`src/rtl/maple_in_pkg.sv`:
```
// rtl/maple_in_pkg.sv - shared state encodings, default pulse counts and helpers for maple_in
package maple_in_pkg;

  typedef enum logic [1:0] {
    ST_IDLE  = 2'd0,
    ST_START = 2'd1,
    ST_DATA  = 2'd2,
    ST_TAIL  = 2'd3
  } state_t;

  localparam int DEF_START_PULSES  = 4;
  localparam int DEF_END_PULSES    = 2;
  localparam int DEF_TIMEOUT_TICKS = 255;

  function automatic logic [7:0] sat_inc8(input logic [7:0] v);
    return (v == 8'hFF) ? v : v + 8'd1;
  endfunction

  function automatic logic [3:0] sat_inc4(input logic [3:0] v);
    return (v == 4'hF) ? v : v + 4'd1;
  endfunction

endpackage

```
`src/rtl/maple_in_sync.sv`:
```
// rtl/maple_in_sync.sv - 2-FF synchroniser with fall/rise strobes for one Maple bus line
module maple_in_sync (
  input  logic clk,
  input  logic rst,
  input  logic din,
  output logic level,
  output logic fall,
  output logic rise
);

  logic s1, s2, prev;

  // Preset high so an idle bus produces no spurious edge after reset.
  always_ff @(posedge clk) begin
    if (rst) begin
      s1   <= 1'b1;
      s2   <= 1'b1;
      prev <= 1'b1;
    end else begin
      s1   <= din;
      s2   <= s1;
      prev <= s2;
    end
  end

  assign level = s2;
  assign fall  = prev & ~s2;
  assign rise  = ~prev & s2;

endmodule

```
`src/rtl/maple_in.sv`:
```
// rtl/maple_in.sv - Maple bus receiver: START/data/END decoder feeding the read FIFO
// Define MAPLE_IN_TIMEOUT_EN to abort frames that stall for TIMEOUT_TICKS tick pulses.
module maple_in
  import maple_in_pkg::*;
#(
  parameter int START_PULSES  = DEF_START_PULSES,
  parameter int END_PULSES    = DEF_END_PULSES,
  parameter int TIMEOUT_TICKS = DEF_TIMEOUT_TICKS
) (
  input  logic       clk,
  input  logic       rst,
  input  logic       in_p1,
  input  logic       in_p5,
  input  logic       enable,
  input  logic       tick,
  input  logic       clear_status,
  input  logic       fifo_ready,
  output logic [7:0] fifo_data,
  output logic       fifo_produce,
  output logic       rx_active,
  output logic       start_seen,
  output logic       end_seen,
  output logic       frame_error,
  output logic       overflow,
  output logic [7:0] byte_count
);

  localparam logic [3:0] START_CNT = 4'(START_PULSES);
  localparam logic [3:0] END_CNT   = 4'(END_PULSES);

  logic p1_lvl, p1_fall, p1_rise;
  logic p5_lvl, p5_fall, p5_rise;

  maple_in_sync u_sync_p1 (.clk(clk), .rst(rst), .din(in_p1), .level(p1_lvl), .fall(p1_fall), .rise(p1_rise));
  maple_in_sync u_sync_p5 (.clk(clk), .rst(rst), .din(in_p5), .level(p5_lvl), .fall(p5_fall), .rise(p5_rise));

  state_t     state;
  logic [3:0] pulse_cnt;
  logic [2:0] bit_cnt;
  logic       phase_b;
  logic [7:0] shreg;
  logic       byte_done;
  logic [7:0] byte_buf;

  logic       both_fall;
  logic       any_edge;
  logic       shift_bit;
  logic [7:0] shift_word;

  // Phase A clocks on pin1 and samples pin5; phase B swaps the roles.
  assign both_fall  = p1_fall & p5_fall;
  assign any_edge   = p1_fall | p1_rise | p5_fall | p5_rise;
  assign shift_bit  = phase_b ? p1_lvl : p5_lvl;
  assign shift_word = {shreg[6:0], shift_bit};
  assign rx_active  = (state != ST_IDLE);

`ifdef MAPLE_IN_TIMEOUT_EN
  logic [7:0] to_cnt;
`else
  logic unused_timeout;
  assign unused_timeout = tick ^ (TIMEOUT_TICKS == 0) ^ any_edge;
`endif

  always_ff @(posedge clk) begin
    if (rst) begin
      state        <= ST_IDLE;
      pulse_cnt    <= '0;
      bit_cnt      <= '0;
      phase_b      <= 1'b0;
      shreg        <= '0;
      byte_done    <= 1'b0;
      byte_buf     <= '0;
      fifo_data    <= '0;
      fifo_produce <= 1'b0;
      start_seen   <= 1'b0;
      end_seen     <= 1'b0;
      frame_error  <= 1'b0;
      overflow     <= 1'b0;
      byte_count   <= '0;
`ifdef MAPLE_IN_TIMEOUT_EN
      to_cnt       <= '0;
`endif
    end else begin
      byte_done    <= 1'b0;
      fifo_produce <= byte_done & fifo_ready;
      if (byte_done && fifo_ready) fifo_data <= byte_buf;

      // Clear first so a coincident flag set below takes priority.
      if (clear_status) begin
        start_seen  <= 1'b0;
        end_seen    <= 1'b0;
        frame_error <= 1'b0;
        overflow    <= 1'b0;
        byte_count  <= '0;
      end
      if (byte_done) begin
        byte_count <= sat_inc8(clear_status ? 8'd0 : byte_count);
        if (!fifo_ready) overflow <= 1'b1;
      end

      if (!enable) begin
        state <= ST_IDLE;
      end else begin
        case (state)
          ST_IDLE: begin
            if (p1_fall && p5_lvl) begin
              state     <= ST_START;
              pulse_cnt <= '0;
            end
          end
          ST_START: begin
            if (p1_rise) begin
              if (pulse_cnt == START_CNT) begin
                state      <= ST_DATA;
                start_seen <= 1'b1;
                bit_cnt    <= '0;
                phase_b    <= 1'b0;
              end else begin
                state       <= ST_IDLE;
                frame_error <= 1'b1;
              end
            end else if (p5_fall && !p1_lvl) begin
              pulse_cnt <= sat_inc4(pulse_cnt);
            end
          end
          ST_DATA: begin
            if (both_fall || (phase_b ? p1_fall : (p5_fall && (!p1_lvl || bit_cnt != 3'd0)))) begin
              state       <= ST_IDLE;
              frame_error <= 1'b1;
            end else if (!phase_b && p5_fall) begin
              state     <= ST_TAIL;
              pulse_cnt <= '0;
            end else if (phase_b ? p5_fall : p1_fall) begin
              shreg   <= shift_word;
              bit_cnt <= bit_cnt + 3'd1;
              phase_b <= ~phase_b;
              if (bit_cnt == 3'd7) begin
                byte_done <= 1'b1;
                byte_buf  <= shift_word;
              end
            end
          end
          ST_TAIL: begin
            if (both_fall) begin
              state       <= ST_IDLE;
              frame_error <= 1'b1;
            end else if (p5_rise) begin
              state <= ST_IDLE;
              if (pulse_cnt == END_CNT) end_seen <= 1'b1;
              else frame_error <= 1'b1;
            end else if (p1_fall && !p5_lvl) begin
              pulse_cnt <= sat_inc4(pulse_cnt);
            end
          end
          default: state <= ST_IDLE;
        endcase
      end

`ifdef MAPLE_IN_TIMEOUT_EN
      if (!enable || state == ST_IDLE || any_edge) begin
        to_cnt <= '0;
      end else if (tick) begin
        if (to_cnt + 8'd1 == 8'(TIMEOUT_TICKS)) begin
          to_cnt      <= '0;
          state       <= ST_IDLE;
          frame_error <= 1'b1;
        end else begin
          to_cnt <= to_cnt + 8'd1;
        end
      end
`endif
    end
  end

endmodule

```
`config.mk`:
```
export PLATFORM = sky130hd
export DESIGN_NAME = maple_in
export DESIGN_NICKNAME = d
export VERILOG_FILES = /design/src/rtl/maple_in_pkg.sv /design/src/rtl/maple_in_sync.sv /design/src/rtl/maple_in.sv
export SDC_FILE = /design/constraint.sdc
export NUM_CORES = 1
export LEC_CHECK = 0
export BUFFER_PORTS_ARGS = -buffer_cell sky130_fd_sc_hd__buf_2
export CAP_MARGIN = 10
export CORE_UTILIZATION = 46
export CTS_BUF_LIST = sky130_fd_sc_hd__clkbuf_8
export CTS_CLUSTER_DIAMETER = 200
export DETAILED_ROUTE_END_ITERATION = 6
export GPL_TIMING_DRIVEN = 0
export HOLD_SLACK_MARGIN = 0.12
export PLACE_DENSITY = 0.66
export SLEW_MARGIN = 20
export SYNTH_ARGS = -nofsm -noshare
export SYNTH_HDL_FRONTEND = slang
export SYNTH_SLANG_ARGS = --single-unit
```
`constraint.sdc`:
```
create_clock -name clk -period 2.45 [get_ports clk]
set_input_delay 0.1225 -clock clk [delete_from_list [all_inputs] [get_ports clk]]
set_output_delay 0.1225 -clock clk [all_outputs]
set_load 0.02 [all_outputs]
```
==> reports/qor.yml, run 1 <==
outcome:
  status: "complete, no violations"
timing:
  finalHoldViolCount: 0
  worst_slew_pin_slew_ps: 569
  fin_crit_sh: 0.726
  relSlewSlack: 0.618
  setup_viol: 0
  skew_ps: 4.37
  slew_violations: 0
  fmax_mhz: 562
  fin_crit_ps: 1780
  tns_ps: 0
  grt_setup_unrepaired: "no"
clock_network:
  cts_repair_resize_count: 0
  cts_made_buffers: 5
  clockBufferDepth: 2
  cts_tree: "yes"
  htreeDepth: 2
  root_buffer: "clkbuf_8"
  cts_num_sinks: 53
  path_clk_slew_ps: 100
  worstSkewPairLatency_ps: 310
routing:
  vias_per_cell: 5.26
  dr.pass1.iters: 5
  postRouteAntennaNets: 0
  first_iter_violations: 94
  via_count: 1968
  drt_wl_total_um: 4770
  wl_per_cell_um: 12.8
  drcViolationCount: 0
logic_synthesis:
  synth-edff-count: 0
  async_flop_share: 0
  syn_area_per_cell_um2: 9.24
  ys.flop_type: "dfxtp_1"
  syn-cell-area_mm2: 0.00247
  syn-instance-count: 267
  synthTopCellsByArea: "dfxtp_1, mux2i_1, nor2_1, ha_1, nand3_1"
  post-synth-top-area-cell: "dfxtp_1"
  synth_warnings: 0
  ys_seq_elements: 53
  synth_top_area_share: 0.430
  ys_types: 53
  ys_seq_area_frac: 0.430
  syn_nets: 282
cells_and_area:
  layout_common_cells: "dfxtp_1, buf_2, nor2_1"
  layout-drive-gt1-share: 0.181
  nets: 318
  antenna_cells: 0
  final_common_cell: "dfxtp_1"
  final_cells: 374
  syn_to_final_growth_pct: 13.6
  final_cell_area_mm2: 0.00280
  finalCoreUtilization: 0.546
power_and_ir_drop:
  power.switching_uw: 348
  p_int_uw: 1100
  sequentialPowerShare: 0.602
  ir_drop_mv: 0.350
  p_sw_frac: 0.241
  p_comb_frac: 0.048
  p_leak_uw: 0.00119
  clkPwrFrac: 0.350
  power_density_mw_per_mm2: 515
flow_run:
  maxCapViolCount: 0
place:
  place_inst: 364
  place_congestion: 0.834
  placed_area_mm2: 0.00269
  io_buffers: 27
  dp_hpwl_um: 3490
global_route:
  grt_first_pass_wirelength_um: 7960
  antenna_found_initial: 0
  grt_max_degree: 19
  grt_util_all_layers: 0.183
  grt_pass1_vias: 1735
  grt-ovfl-total: 0
floorplanning:
  placeableCoreArea_mm2: 0.00514
  dieHeight_um: 75.2
  row_count: 26
  initial_core_util: 0.480
  die_area_mm2: 0.00566
  die_x_um: 75.2
  io_pins: 30
worst_hold_path:
  holdPathStages: 3
  worstHoldPathType: "in -> reg"
worst_setup_path:
  end_kind: "flip-flop"
  worstSetupPathType: "reg -> reg"
  critPathSlowestCell: "o31ai_1"
  r2r.worst_path.cells: 6
  arrival_ps: 1960
  worstPathRequired_ps: 2630
  slowest_delay_ps: 480
  critical_path.cell_chain: "buf_2, nor3b_2, nand2_1, o22a_1, o31ai_1, o32ai_1"
  worst_setup_path_start_kind: "flip-flop"
  path_max_fanout: 9
==> repair_timing <==
item	4_1_cts	5_1_grt
setup buffers	0	0
hold buffers	2	0
hold endpoints to repair	2	0
==> kinds of logic after synthesis <==
kind of cell | count (synthesis) | share of synthesized area
XOR/XNOR | 5 | 0.0177
AO/OA/AOI/OAI | 43 | 0.139
multiplexers | 17 | 0.0695
flip-flops | 53 | 0.430
adder cells (fa/ha/maj) | 7 | 0.0355
buffers and inverters | 23 | 0.0401
AND/OR/NAND/NOR | 119 | 0.268
==> power groups by stage <==
stage               Combinational, µW  Clock [µW]  Sequential [µW]
floorplan                        46.0           0              889
global placement                 66.2           0              890
detailed placement               66.3           0              890
CTS                              69.0         526              871
global route                     76.3         561              872
finish                           69.4         505              870
==> cells in the mapped netlist, types with 2 or more instances <==
cell type and number:
inv_1 10, or3_1 4, ha_1 7, and3_1 4, o31ai_1 4, nand2b_1 10
nor3b_1 2, o21ai_1 3, a32o_1 2, or2_2 6, nor3_1 6, nand3_1 16
nand4_1 5, o32ai_1 5, xor2_1 5, o211ai_1 2, clkbuf_1 9, o21a_1 3
nand3b_1 3, nor2_1 26, nor2b_1 8, and3b_1 2, a21oi_1 13, dfxtp_1 53
nand2_1 16, mux2i_1 16
==> worst paths after layout <==
kind	start	to	slack, ps
max	phase_b$_SDFFE_PP0P_	pulse_cnt[2]$_SDFFE_PP0P_	670
min	rst	byte_done$_SDFF_PP0_	200
max reg2reg	phase_b$_SDFFE_PP0P_	pulse_cnt[2]$_SDFFE_PP0P_	670
min reg2reg	u_sync_p5.s1$_SDFF_PP1_	u_sync_p5.level$_SDFF_PP1_	420
==> registers in the layout, summed over array words and instances (netlist names), 2 cells and up <==
register    flops
bit_cnt         3
shreg           7
fifo_data       8
byte_buf        8
pulse_cnt       4
state           2
byte_count      8
==> critical path, delay by kind of cell (launching register included) <==
kind,cells,cell delay [ps]
AOI/OAI and AO/OA,3,780
buffers and inverters,1,170
DFF,1,300
and+or+nand+nor,2,400
==> stage by stage <==
step | worst slack (ps) | hold slack, ps | total power [µW]
4_1_cts | 673 | 174 | 1470
2_1_floorplan | 868 | 226 | 935
6_report | 671 | 202 | 1440
3_5_place_dp | 669 | 307 | 957
3_3_place_gp | 685 | 305 | 957
5_1_grt | 489 | 206 | 1510
==> area by class of cell <==
| type | count | area (µm²) |
|---|---|---|
| Fill cell | 491 | 2340 |
| Buffer | 13 | 61.3 |
| Multi-Input combinational cell | 191 | 1310 |
| Clock buffer | 5 | 68.8 |
| Sequential cell | 53 | 1060 |
| Inverter | 10 | 37.5 |
| Clock inverter | 3 | 25.0 |
| Timing Repair Buffer | 29 | 155 |
| Tap cell | 70 | 87.6 |
==> layer usage <==
layer	track usage	wire [µm]	up-vias
li1	-	-	1012
met1	0.255	2360	912
met2	0.277	2160	39
met3	0.0375	211	5
met4	0.0700	42	0
met5	0	0	-
Power figures use the tool's default switching activity.
==> run 2: changes to the inputs <==
==> constraint.sdc (replaced) <==
create_clock -name clk -period 1.8 [get_ports clk]
set_input_delay 0.09 -clock clk [delete_from_list [all_inputs] [get_ports clk]]
set_output_delay 0.09 -clock clk [all_outputs]
set_load 0.02 [all_outputs]
==> run 2 against run 1 <==
- critical path type unchanged
- worst hold slack lost 33 ps
- combinational power up 39%
- worst setup slack lost 580 ps
- utilization is 0.66 points higher
- wire length is 0.63% higher
==> reports/qor.yml, run 2 (synthesis results as in run 1) <==
worst_setup_path:
  arrival_ps: 1930
  critical_path.cell_chain: "buf_2, nor3b_2, o21ai_1, o221a_1, o21a_1, o31ai_1"
  path_max_fanout: 9
  worstPathRequired_ps: 2020
  worst_setup_path_start_kind: "flip-flop"
  critPathSlowestCell: "nor3b_2"
  worstSetupPathType: "reg -> reg"
  slowest_delay_ps: 320
  end_kind: "flip-flop"
power_and_ir_drop:
  p_leak_uw: 0.00119
  power_density_mw_per_mm2: 695
  ir_drop_mv: 0.477
cells_and_area:
  top_regs: "byte_buf x8, byte_count x8, fifo_data x8"
  antenna_cells: 0
  final_common_cell: "dfxtp_1"
  layout-drive-gt1-share: 0.201
  nets: 318
  finalCoreUtilization: 0.552
  ff_latch_area_mm2: 0.00106
  layout_common_cells: "dfxtp_1, buf_2, nor2_1"
  fillers: 489
  multiInputGateArea_mm2: 0.00134
  final_cells: 374
  syn_to_final_growth_pct: 15.0
timing:
  worst_hold_slack_ps: 169
  setup_viol: 0
  fmax_mhz: 586
  slew_violations: 0
  skew_ps: 5.40
  fin_crit_sh: 0.948
  finalHoldViolCount: 0
  tns_ps: 0
  setup_ws_ps: 94.1
  fin_crit_ps: 1710
  relSlewSlack: 0.649
  worst_slew_pin_slew_ps: 526
clock_network:
  htreeDepth: 2
  root_buffer: "clkbuf_8"
  cts_made_buffers: 5
  clockBufferDepth: 2
  cts_setup_buffers: 0
  worstSkewPairLatency_ps: 310
  cts_num_sinks: 53
  path_clk_slew_ps: 100
  cts_tree: "yes"
floorplanning:
  placeableCoreArea_mm2: 0.00514
  initial_core_util: 0.480
  die_x_um: 75.2
  io_pins: 30
  dieHeight_um: 75.2
  row_count: 26
  die_area_mm2: 0.00566
place:
  io_buffers: 27
  place_inst: 364
  place_ws_ps: 51.7
  dp_hpwl_um: 3490
  place_congestion: 0.834
global_route:
  grt_max_degree: 19
  grt_first_pass_wirelength_um: 7960
  grt_pass1_vias: 1735
  antenna_found_initial: 0
  grt_util_all_layers: 0.183
  grt-ovfl-total: 0
outcome:
  status: "complete, no violations"
routing:
  postRouteAntennaNets: 0
  via_count: 1957
  dr.pass1.iters: 5
  wl_per_cell_um: 12.8
  drt_wl_total_um: 4800
  first_iter_violations: 142
  vias_per_cell: 5.23
  drcViolationCount: 0
flow_run:
  maxCapViolCount: 0
worst_hold_path:
  worstHoldPathType: "in -> reg"
run 2: timing repair:
item	4_1_cts	5_1_grt
hold buffers	2	0
gates resized for setup	0	8
setup endpoints to repair	0	11
hold endpoints to repair	2	0
run 2: final timing paths:
kind,startpoint,end,slack [ps],cells past startpoint
max,phase_b$_SDFFE_PP0P_,bit_cnt[0]$_SDFFE_PP0P_,90,6
min,rst,byte_done$_SDFF_PP0_,170,3
max reg2reg,phase_b$_SDFFE_PP0P_,bit_cnt[0]$_SDFFE_PP0P_,90,6
min reg2reg,u_sync_p5.s1$_SDFF_PP1_,u_sync_p5.level$_SDFF_PP1_,420,1
run 2: final cells by class:
cell class	instances	share of cell area
Buffer	13	0.0216
Clock buffer	5	0.0243
Clock inverter	3	0.00882
Inverter	10	0.0132
Multi-Input combinational cell	191	0.472
Sequential cell	53	0.374
Tap cell	70	0.0309
Timing Repair Buffer	29	0.0547
run 2: where the power goes:
| group | internal, µW | switching, µW | total (µW) |
|---|---|---|---|
| clock network | 281 | 409 | 691 |
| logic | 34.4 | 62.1 | 96.5 |
| registers | 1180 | 7.11 | 1190 |
| total | 1490 | 479 | 1970 |
run 2: critical path: cells and delay by family, from the launching register on:
family / cells / cell delay [ps]
DFF: 1 / 300
buffers and inverters: 1 / 170
AOI/OAI and AO/OA: 4 / 820
and+or+nand+nor: 1 / 320
run 2: per-layer routing:
layer | part of all wire | wire [µm] | vias to the layer above | track usage
met3 | 0.043 | 204 | 7 | 0.0375
met2 | 0.45 | 2180 | 37 | 0.277
li1 | - | - | 1020 | -
met1 | 0.49 | 2370 | 893 | 0.255
met5 | 0 | 0 | - | 0
met4 | 0.011 | 51 | 0 | 0.0700
run 2: stage by stage:
step                area, µm²  total power, µW
CTS                      2800             2000
global placement         2690             1300
finish                   2840             1970
detailed placement       2690             1300
floorplan                2470             1270
global route             2840             2060
